## src/rtl/hamming_tx_serializer_if.sv

```systemverilog
// hamming_tx_serializer_if: codeword handshake and serial line bundle between
// hamming_encoder (master) and hamming_tx_serializer (slave).
interface hamming_tx_serializer_if;
    logic [11:0] code_in;
    logic        code_valid;
    logic        code_ready;
    logic        tx_out;
    logic        busy;
    logic        frame_done;
    modport master (output code_in, code_valid, input code_ready, tx_out, busy, frame_done);
    modport slave (input code_in, code_valid, output code_ready, tx_out, busy, frame_done);
endinterface

```

## src/rtl/hamming_tx_serializer.sv

```systemverilog
// hamming_tx_serializer: shifts one 12-bit codeword per handshake out as a start/data/stop frame.
// Define HAM_TX_PARITY_EN to insert an even-parity bit between data and stop.
module hamming_tx_serializer #(
    parameter int CLKS_PER_BIT = 4,
    parameter int CODE_W       = 12
) (
    input  logic                    clk,
    input  logic                    rst,
    hamming_tx_serializer_if.slave  bus
);
    localparam int              PW       = CLKS_PER_BIT > 1 ? $clog2(CLKS_PER_BIT) : 1;
    localparam logic [PW-1:0]   LAST_CNT = PW'(CLKS_PER_BIT - 1);
    localparam logic [3:0]      LAST_BIT = 4'(CODE_W - 1);

    typedef enum logic [2:0] {IDLE, START, DATA, STOP
`ifdef HAM_TX_PARITY_EN
        , PARITY
`endif
    } state_t;

`ifdef HAM_TX_PARITY_EN
    localparam state_t AFTER_DATA = PARITY;
`else
    localparam state_t AFTER_DATA = STOP;
`endif

    state_t              r_state, w_state_n;
    logic [PW-1:0]       r_cnt, w_cnt_n;
    logic [3:0]          r_bit, w_bit_n;
    logic [CODE_W-1:0]   r_shift, w_shift_n;
    logic                r_tx, w_tx_n;
    logic                r_done, w_done_n;
    logic                w_last;

    assign w_last         = r_cnt == LAST_CNT;
    assign bus.code_ready = r_state == IDLE;
    assign bus.busy       = r_state != IDLE;
    assign bus.tx_out     = r_tx;
    assign bus.frame_done = r_done;

`ifdef HAM_TX_PARITY_EN
    logic r_par;
    always_ff @(posedge clk or posedge rst) begin
        if (rst)
            r_par <= 1'b0;
        else if (r_state == IDLE && bus.code_valid)
            r_par <= ^bus.code_in;
    end
`endif

    // Outputs are computed from the next state so the line tracks the FSM without lag.
    always_comb begin
        w_state_n = r_state;
        w_bit_n   = r_bit;
        w_shift_n = r_shift;
        w_cnt_n   = (r_state == IDLE || w_last) ? '0 : r_cnt + 1'b1;
        case (r_state)
            IDLE: if (bus.code_valid) begin
                w_state_n = START;
                w_shift_n = bus.code_in;
            end
            START: if (w_last) w_state_n = DATA;
            DATA: if (w_last) begin
                w_shift_n = r_shift >> 1;
                w_bit_n   = (r_bit == LAST_BIT) ? '0 : r_bit + 1'b1;
                w_state_n = (r_bit == LAST_BIT) ? AFTER_DATA : DATA;
            end
`ifdef HAM_TX_PARITY_EN
            PARITY: if (w_last) w_state_n = STOP;
`endif
            STOP: if (w_last) w_state_n = IDLE;
            default: w_state_n = IDLE;
        endcase
        w_tx_n = w_state_n == START ? 1'b0 : w_state_n == DATA ? w_shift_n[0] : 1'b1;
`ifdef HAM_TX_PARITY_EN
        if (w_state_n == PARITY) w_tx_n = r_par;
`endif
        w_done_n = w_state_n == STOP && w_cnt_n == LAST_CNT;
    end

    always_ff @(posedge clk or posedge rst) begin
        if (rst) begin
            r_state <= IDLE;
            r_cnt   <= '0;
            r_bit   <= '0;
            r_shift <= '0;
            r_tx    <= 1'b1;
            r_done  <= 1'b0;
        end else begin
            r_state <= w_state_n;
            r_cnt   <= w_cnt_n;
            r_bit   <= w_bit_n;
            r_shift <= w_shift_n;
            r_tx    <= w_tx_n;
            r_done  <= w_done_n;
        end
    end
endmodule

```

## src/flat_wrapper.sv

```systemverilog
// flat-port wrapper written by rule: the top's interface ports become plain ports
module hamming_tx_serializer_flat 
#(
    parameter int CLKS_PER_BIT = 4,
    parameter int CODE_W       = 12
)
  (clk, rst, bus_code_in, bus_code_valid, bus_code_ready, bus_tx_out, bus_busy, bus_frame_done);
  hamming_tx_serializer_if bus_i ();
  input  logic clk;
  input  logic rst;
  input wire logic [$bits(bus_i.code_in)-1:0] bus_code_in;
  input wire logic [$bits(bus_i.code_valid)-1:0] bus_code_valid;
  output wire logic [$bits(bus_i.code_ready)-1:0] bus_code_ready;
  output wire logic [$bits(bus_i.tx_out)-1:0] bus_tx_out;
  output wire logic [$bits(bus_i.busy)-1:0] bus_busy;
  output wire logic [$bits(bus_i.frame_done)-1:0] bus_frame_done;
  assign bus_i.code_in = bus_code_in;
  assign bus_i.code_valid = bus_code_valid;
  assign bus_code_ready = bus_i.code_ready;
  assign bus_tx_out = bus_i.tx_out;
  assign bus_busy = bus_i.busy;
  assign bus_frame_done = bus_i.frame_done;
  hamming_tx_serializer #(.CLKS_PER_BIT(CLKS_PER_BIT), .CODE_W(CODE_W)) u_core (.clk(clk), .rst(rst), .bus(bus_i));
endmodule
```

## config.mk

```make
export PLATFORM = sky130hd
export DESIGN_NAME = hamming_tx_serializer_flat
export DESIGN_NICKNAME = d
export VERILOG_FILES = /design/src/rtl/hamming_tx_serializer_if.sv /design/src/rtl/hamming_tx_serializer.sv /design/src/flat_wrapper.sv
export SDC_FILE = /design/constraint.sdc
export NUM_CORES = 1
export LEC_CHECK = 0
export ABC_AREA = 1
export BUFFER_PORTS_ARGS = -buffer_cell sky130_fd_sc_hd__buf_2
export CORE_MARGIN = 3
export CORE_UTILIZATION = 59
export CTS_CLUSTER_DIAMETER = 40
export CTS_CLUSTER_SIZE = 30
export DETAILED_ROUTE_END_ITERATION = 7
export PLACE_DENSITY = 0.94
export SLEW_MARGIN = 10
export SYNTH_ARGS = -nofsm -noshare
export SYNTH_HDL_FRONTEND = slang
export SYNTH_SLANG_ARGS = --single-unit
```

## constraint.sdc

```tcl
create_clock -name clk -period 3.1 [get_ports clk]
set_input_delay 0.465 -clock clk [delete_from_list [all_inputs] [get_ports clk]]
set_output_delay 0.465 -clock clk [all_outputs]
set_load 0.01 [all_outputs]
```

==> results of run 1 <==
[layout by cell type (no fill, tap or decap), drive strengths merged]
master  netlist  final
nand2        44     44
nand3        24     24
dfrtp        22     22
buf           3     18
inv          14     14
nor2         12     12
a21oi         6      6
clkbuf        1      4
o21ai         3      3
ha            3      3
nand4         2      2
nor3          1      1
nor3b         1      1
dfstp         1      1
conb          1      1
[area by class of cell]
type                    instances  area share
flip-flops and latches         23       0.441
multi-input cells              97       0.406
repair buffers                 18      0.0688
inverters                      14      0.0402
well taps                      25      0.0239
clock buffers                   4      0.0201
[critical path, delay by kind of cell, from the launching register on]
kind                   cells  cell delay [ns]
buffers and inverters      2             0.40
DFF                        1             0.46
and+or+nand+nor            2             0.25
[routing by layer]
layer | GRT usage | routed length [um] | vias to the layer above
li1 | - | - | 475
met1 | 0.273 | 1020 | 442
met2 | 0.348 | 1150 | 26
met3 | 0.0292 | 111 | 4
met4 | 0.0987 | 29 | 0
met5 | 0 | 0 | -
[final timing paths]
kind / slack (ns) / to
max: 1.21 / bus_code_ready
min: 0.31 / u_core.r_shift[3]
min reg2reg: 0.50 / u_core.r_shift[11]
min in group clk: 0.39 / u_core.r_shift[11]
max in group asynchronous: 2.27 / u_core.r_cnt[0]
max reg2reg: 1.55 / u_core.r_shift[4]
[sequential cells by signal, indices dropped and copies added, names as in the netlist]
register / cells
u_core.r_shift: 12
u_core.r_bit: 4
u_core.bus.frame_done: 1
u_core.r_state: 3
u_core.r_cnt: 2
u_core.bus.tx_out: 1
[cells by family (layout without fill, tap and decap cells)]
family	Yosys count	in the layout	synth area share
AND/OR/NAND/NOR	84	84	0.376
flip-flops	23	23	0.486
buffers and inverters	18	36	0.0654
AO/OA/AOI/OAI	9	9	0.0380
adder cells (fa/ha/maj)	3	3	0.0316
other	1	1	0.00316
[power groups by stage]
stage               Clock (uW)  Sequential [uW]  Combinational, uW
global placement             0              438                205
CTS                        137              439                219
floorplan                    0              431                168
global route               150              450                248
finish                     135              439                217
detailed placement           0              444                217
[stage by stage]
step | utilization | cells | hold slack (ns)
after global placement | 0.712 | 177 | 0.460
after floorplan | - | 138 | 0.442
after global routing | 0.726 | 181 | 0.362
after CTS | 0.726 | 181 | 0.323
final | 0.726 | 181 | 0.311
after detailed placement | 0.712 | 177 | 0.465
==> summary.md, run 1 <==
| Metric | Value |
|---|---|
| Final worst slack | 1.21 ns |
| Startpoint Class | flop |
| Clock power frac | 0.171 |
| Slowest Stage Delay on Critical Path | 0.46 ns |
| Cts hold-fix bufs | 0 |
| Area after DPL | 1280 um^2 |
| Critical path's slowest cell | dfrtp_1 |
| Final Instance Area | 1310 um^2 |
| Die X | 50.8 um |
| Synth Net Count | 156 |
| Seq cells post-synth | 23 |
| Rows | 15 |
| Vias in the first global route | 912 |
| Multi-input logic area | 532 um^2 |
| Slew @ Worst Pin | 0.848 ns |
| Port Buf Inserts | 18 |
| Number of cells on the worst reg-to-reg path | 8 |
| Synthesized area per cell | 8.60 um^2 |
| Pwr Density | 605 nW/um^2 |
| Cell-internal power | 517 uW |
| Final count of negative-setup-slack endpoints | 0 |
| CTS tree | built |
| Clock tree buffer depth | 2 |
| VDD IR-drop max | 500 uV |
| PostCTS Resize Cnt | 0 |
| First-pass GRT wire length | 3.97 mm |
| Net Sw Power | 275 uW |
| Setup TNS | 0 ns |
| Layout cells sized above 1 | 0.314 |
| Die Area | 2580 um^2 |
| Critical path type | reg -> out |
| Sequential Power Share | 0.555 |
| Sequential share of the synthesized area | 0.486 |
| Commonest cells in the netlist | nand2_1 (32), dfrtp_1 (22), nand3_1 (16) |
| CTS clk-pin slew, worst paths | 0.12 ns |
| Async SR Flop Fraction | 1.00 |
| Critical Path Source | u_core.r_state[0] |
| Pre-Repair DR Iteration Count | 5 |
| Clock Skews | 0.00481 ns |
| Run status | complete, no violations |
| Detailed-route via count | 947 |
| Post-DP HPWL | 1.76 mm |
| Dpl ws | 1.56 ns |
| Total power | 792 uW |
| Synth warn | 0 |
| Worst path cell trace | nor2_4 -> nand2_2 -> inv_2 -> buf_2 |
| Final Hold Vio Count | 0 |
| Top cells by area, synth | dfrtp_1 (46%), nand2_1 (10%), nand3_1 (6.8%) |
| Antenna diode instance count | 0 |
| Core ar. | 1800 um^2 |
| Fillers | 132 |
| Top cell type's share of synthesized area | 0.464 |
| 1st-iter DRT viols | 38 |
| Logic pwr share | 0.274 |
| Yosys top cell by area | dfrtp_1 |
| H-tree depth | 1 |
| Clk sinks | 23 |
| Ys flop type | dfrtp_1 |
| Initial antenna violation count | 0 |
| Clk_lat worst skew | 0.30 ns |
| Largest net degree at the start of global routing | 24 |
| Crit end category | primary output |
| TritonCTS Buffers | 3 |
| Crit share post-route | 0.608 |
| Via density | 5.23 |
| Routed length per instance | 12.8 um |
| Reg2reg start | u_core.r_cnt[0] |
| Routed Antenna Nets | 0 |
| CTS root buf | clkbuf_4 |
| WL final | 2.31 mm |
| Synth cell types | 20 |
| Sw frac | 0.347 |
| Worst min-delay path class | in -> async |
| Mapped Cells | 138 |
| All-Layer GR Usage | 0.210 |
| Fmax | 0.530 GHz |
| WP data arrival | 1.42 ns |
| Gp weighted congestion | 0.828 |
| Number of flops mapped to enable cells by yosys | 0 |
| Vert. Die Dim | 50.8 um |
| Max Cap Viol | 0 |
| FF+latch area | 577 um^2 |
| Minimum clock period | 1.89 ns |
| Area growth, synth to finish | 10.3% |
| Rel. slew slack | 0.434 |
| Synth Cell Area | 1190 um^2 |
| Post-CTS Setup Inserts | 0 |
| Io pins | 19 |
| RSZ-0062 raised after global routing | false |
| Most common cell in the netlist | nand2_1 |
| CP max FO | 15 |
| Final nets | 175 |
| LEAKAGE | 0.000678 uW |
| Initial Util | 0.658 |
| Final Max Tran Viols | 0 |
| Data required time of the worst path | 2.63 ns |
| Overflow after GRT | 0 |
| DRC errors left | 0 |
No activity file was read; power rests on OpenSTA's default activity.
==> inputs of run 2 (changes only) <==
CORE_UTILIZATION = 54   (was 59)
PLACE_DENSITY = 0.88   (was 0.94)
clock period = 2 ns   (was 3.1 ns; I/O delays follow)
==> summary.md, run 2 (synthesis gave the netlist of run 1 again) <==
| Metric | Value |
|---|---|
| Initial Util | 0.587 (-0.0717) |
| Cts hold-fix bufs | 0 (unchanged) |
| Layout cells sized above 1 | 0.318 (+0.00437) |
| CTS root buf | clkbuf_4 |
| TritonCTS Buffers | 3 (unchanged) |
| PostCTS Resize Cnt | 0 (unchanged) |
| Critical path type | reg -> out |
| Cell-internal power | 801 uW (+55%) |
| WP data arrival | 1.44 ns (+0.02 ns) |
| Total power | 1210 uW (+53%) |
| RSZ-0062 raised after global routing | false |
| Via density | 5.10 (-2.6%) |
| Die X | 52.9 um (+4.0%) |
| Post-DP HPWL | 1.57 mm (-11%) |
| First-pass GRT wire length | 3.69 mm (-7.0%) |
| Dpl ws | 0.437 ns (-1.12 ns) |
| Routed Antenna Nets | 0 (unchanged) |
| CTS clk-pin slew, worst paths | 0.12 ns (about the same) |
| Crit share post-route | 0.871 |
| Final Hold Vio Count | 0 (unchanged) |
| Logic pwr share | 0.270 (-0.004) |
| Rows | 16 (+1) |
| Detailed-route via count | 938 (-0.95%) |
| Post-CTS Setup Inserts | 0 (unchanged) |
| Startpoint Class | flop |
| Net Sw Power | 413 uW (+50%) |
| H-tree depth | 1 (unchanged) |
| Vias in the first global route | 899 (-1.4%) |
| Data required time of the worst path | 1.70 ns (-0.93 ns) |
| Sw frac | 0.340 (-0.00719) |
| Die Area | 2790 um^2 (+8.1%) |
| Clock power frac | 0.173 (+0.002) |
| Clk_lat worst skew | 0.31 ns (about the same) |
| Clock tree buffer depth | 2 (unchanged) |
| Fillers | 179 (+36%) |
| Gp weighted congestion | 0.780 (-5.8%) |
| Clk sinks | 23 (unchanged) |
| R2r setup slk | 0.42 ns (-1.13 ns) |
| Worst min-delay path class | in -> async |
| Commonest non-fill, non-tap cell in the layout | nand2_1 |
| Max reg flops | 12 (unchanged) |
| Antenna diode instance count | 0 (unchanged) |
| Biggest registers after layout | u_core.r_shift: 12 flops, u_core.r_bit: 4 flops, u_core.r_state: 3 flops |
| CTS tree | built |
| Pre-Repair DR Iteration Count | 4 (-1) |
| Port Buf Inserts | 18 (unchanged) |
| Max Cap Viol | 0 (unchanged) |
| 1st-iter DRT viols | 17 (-55%) |
| Sequential Power Share | 0.557 (+0.002) |
| Area after DPL | 1290 um^2 (+0.78%) |
| Io pins | 19 (unchanged) |
| Minimum clock period | 1.74 ns |
| Vert. Die Dim | 52.9 um (+4.0%) |
| All-Layer GR Usage | 0.180 (-0.0298) |
| CP max FO | 15 (unchanged) |
| Final Max Tran Viols | 0 (unchanged) |
| Final Instance Area | 1320 um^2 (+0.76%) |
| Clock Skews | 0.00677 ns (+0.00196 ns) |
| Most flops, register | u_core.r_shift |
| Routed length per instance | 11.4 um (-10%) |
| Final worst slack | 0.257 ns (-0.957 ns) |
| Overflow after GRT | 0 (unchanged) |
| WL final | 2.11 mm (-8.8%) |
| Pwr Density | 921 nW/um^2 (+52%) |
| Setup TNS | 0 ns (unchanged) |
| Area growth, synth to finish | 11.2% |
| Run status | complete, no violations |
| LEAKAGE | 0.000683 uW (+0.71%) |
| Fmax | 0.574 GHz |
| Initial antenna violation count | 0 (unchanged) |
| Most frequent cells in the layout | nand2_1 (32), dfrtp_1 (22), buf_2 (18) |
| Core ar. | 2020 um^2 (+12%) |
| Crit end category | primary output |
| VDD IR-drop max | 583 uV (+17%) |
| DRC errors left | 0 (unchanged) |
| Final nets | 176 (+0.57%) |
| Largest net degree at the start of global routing | 24 (unchanged) |
| Final count of negative-setup-slack endpoints | 0 (unchanged) |
run 2: cell types whose count changed in the layout (fill, tap and decap cells not counted), sizes merged:
cell / previous run / this run
buf: 18 / 19
run 2: stage by stage:
| step | hold WS [ns] | util | instances |
|---|---|---|---|
| 2_1_floorplan | 0.301 | - | 138 |
| 3_3_place_gp | 0.347 | 0.639 | 180 |
| 3_5_place_dp | 0.360 | 0.639 | 180 |
| 4_1_cts | 0.00848 | 0.652 | 184 |
| 5_1_grt | 0.0378 | 0.652 | 184 |
| 6_report | 0.00669 | 0.652 | 184 |
run 2: metal layers:
metal | GRT usage | part of all wire | vias to the layer above
met5 | 0 | 0 | -
met4 | 0.0766 | 0.013 | 0
met3 | 0.0169 | 0.039 | 4
met2 | 0.320 | 0.49 | 23
met1 | 0.221 | 0.46 | 433
li1 | - | - | 478
run 2: final timing paths:
check,endpoint,cells after the start,from
min reg2reg,u_core.r_shift[11],2,u_core.r_shift[11]
max,bus_code_ready,4,u_core.r_state[0]
min,u_core.r_state[2],3,rst
max in group asynchronous,u_core.bus.tx_out,3,rst
max reg2reg,u_core.r_shift[5],8,u_core.r_cnt[0]
min in group clk,u_core.r_shift[11],3,bus_code_in[11]
run 2: power groups by stage:
stage	sequential, uW	combinational, uW	clock, uW
final	676	328	210
after global routing	691	383	239
after CTS	675	333	219
after detailed placement	683	333	0
after global placement	678	315	0
after floorplan	668	260	0
run 2: layout make-up:
cell class                 count  area, um^2  share of cell area
clock buffer                   4        26.3              0.0199
inverter                      14        52.6              0.0398
tap                           27        33.8              0.0256
sequential                    23         577               0.437
timing repair buffer          19        97.6              0.0740
multi-input combinational     97         532               0.403
run 2: critical path, cell delays in order, from the launching register on:
cell     delay [ns]
dfrtp_1        0.46
nor2_4         0.18
nand2_2        0.09
inv_2          0.22
buf_2          0.19
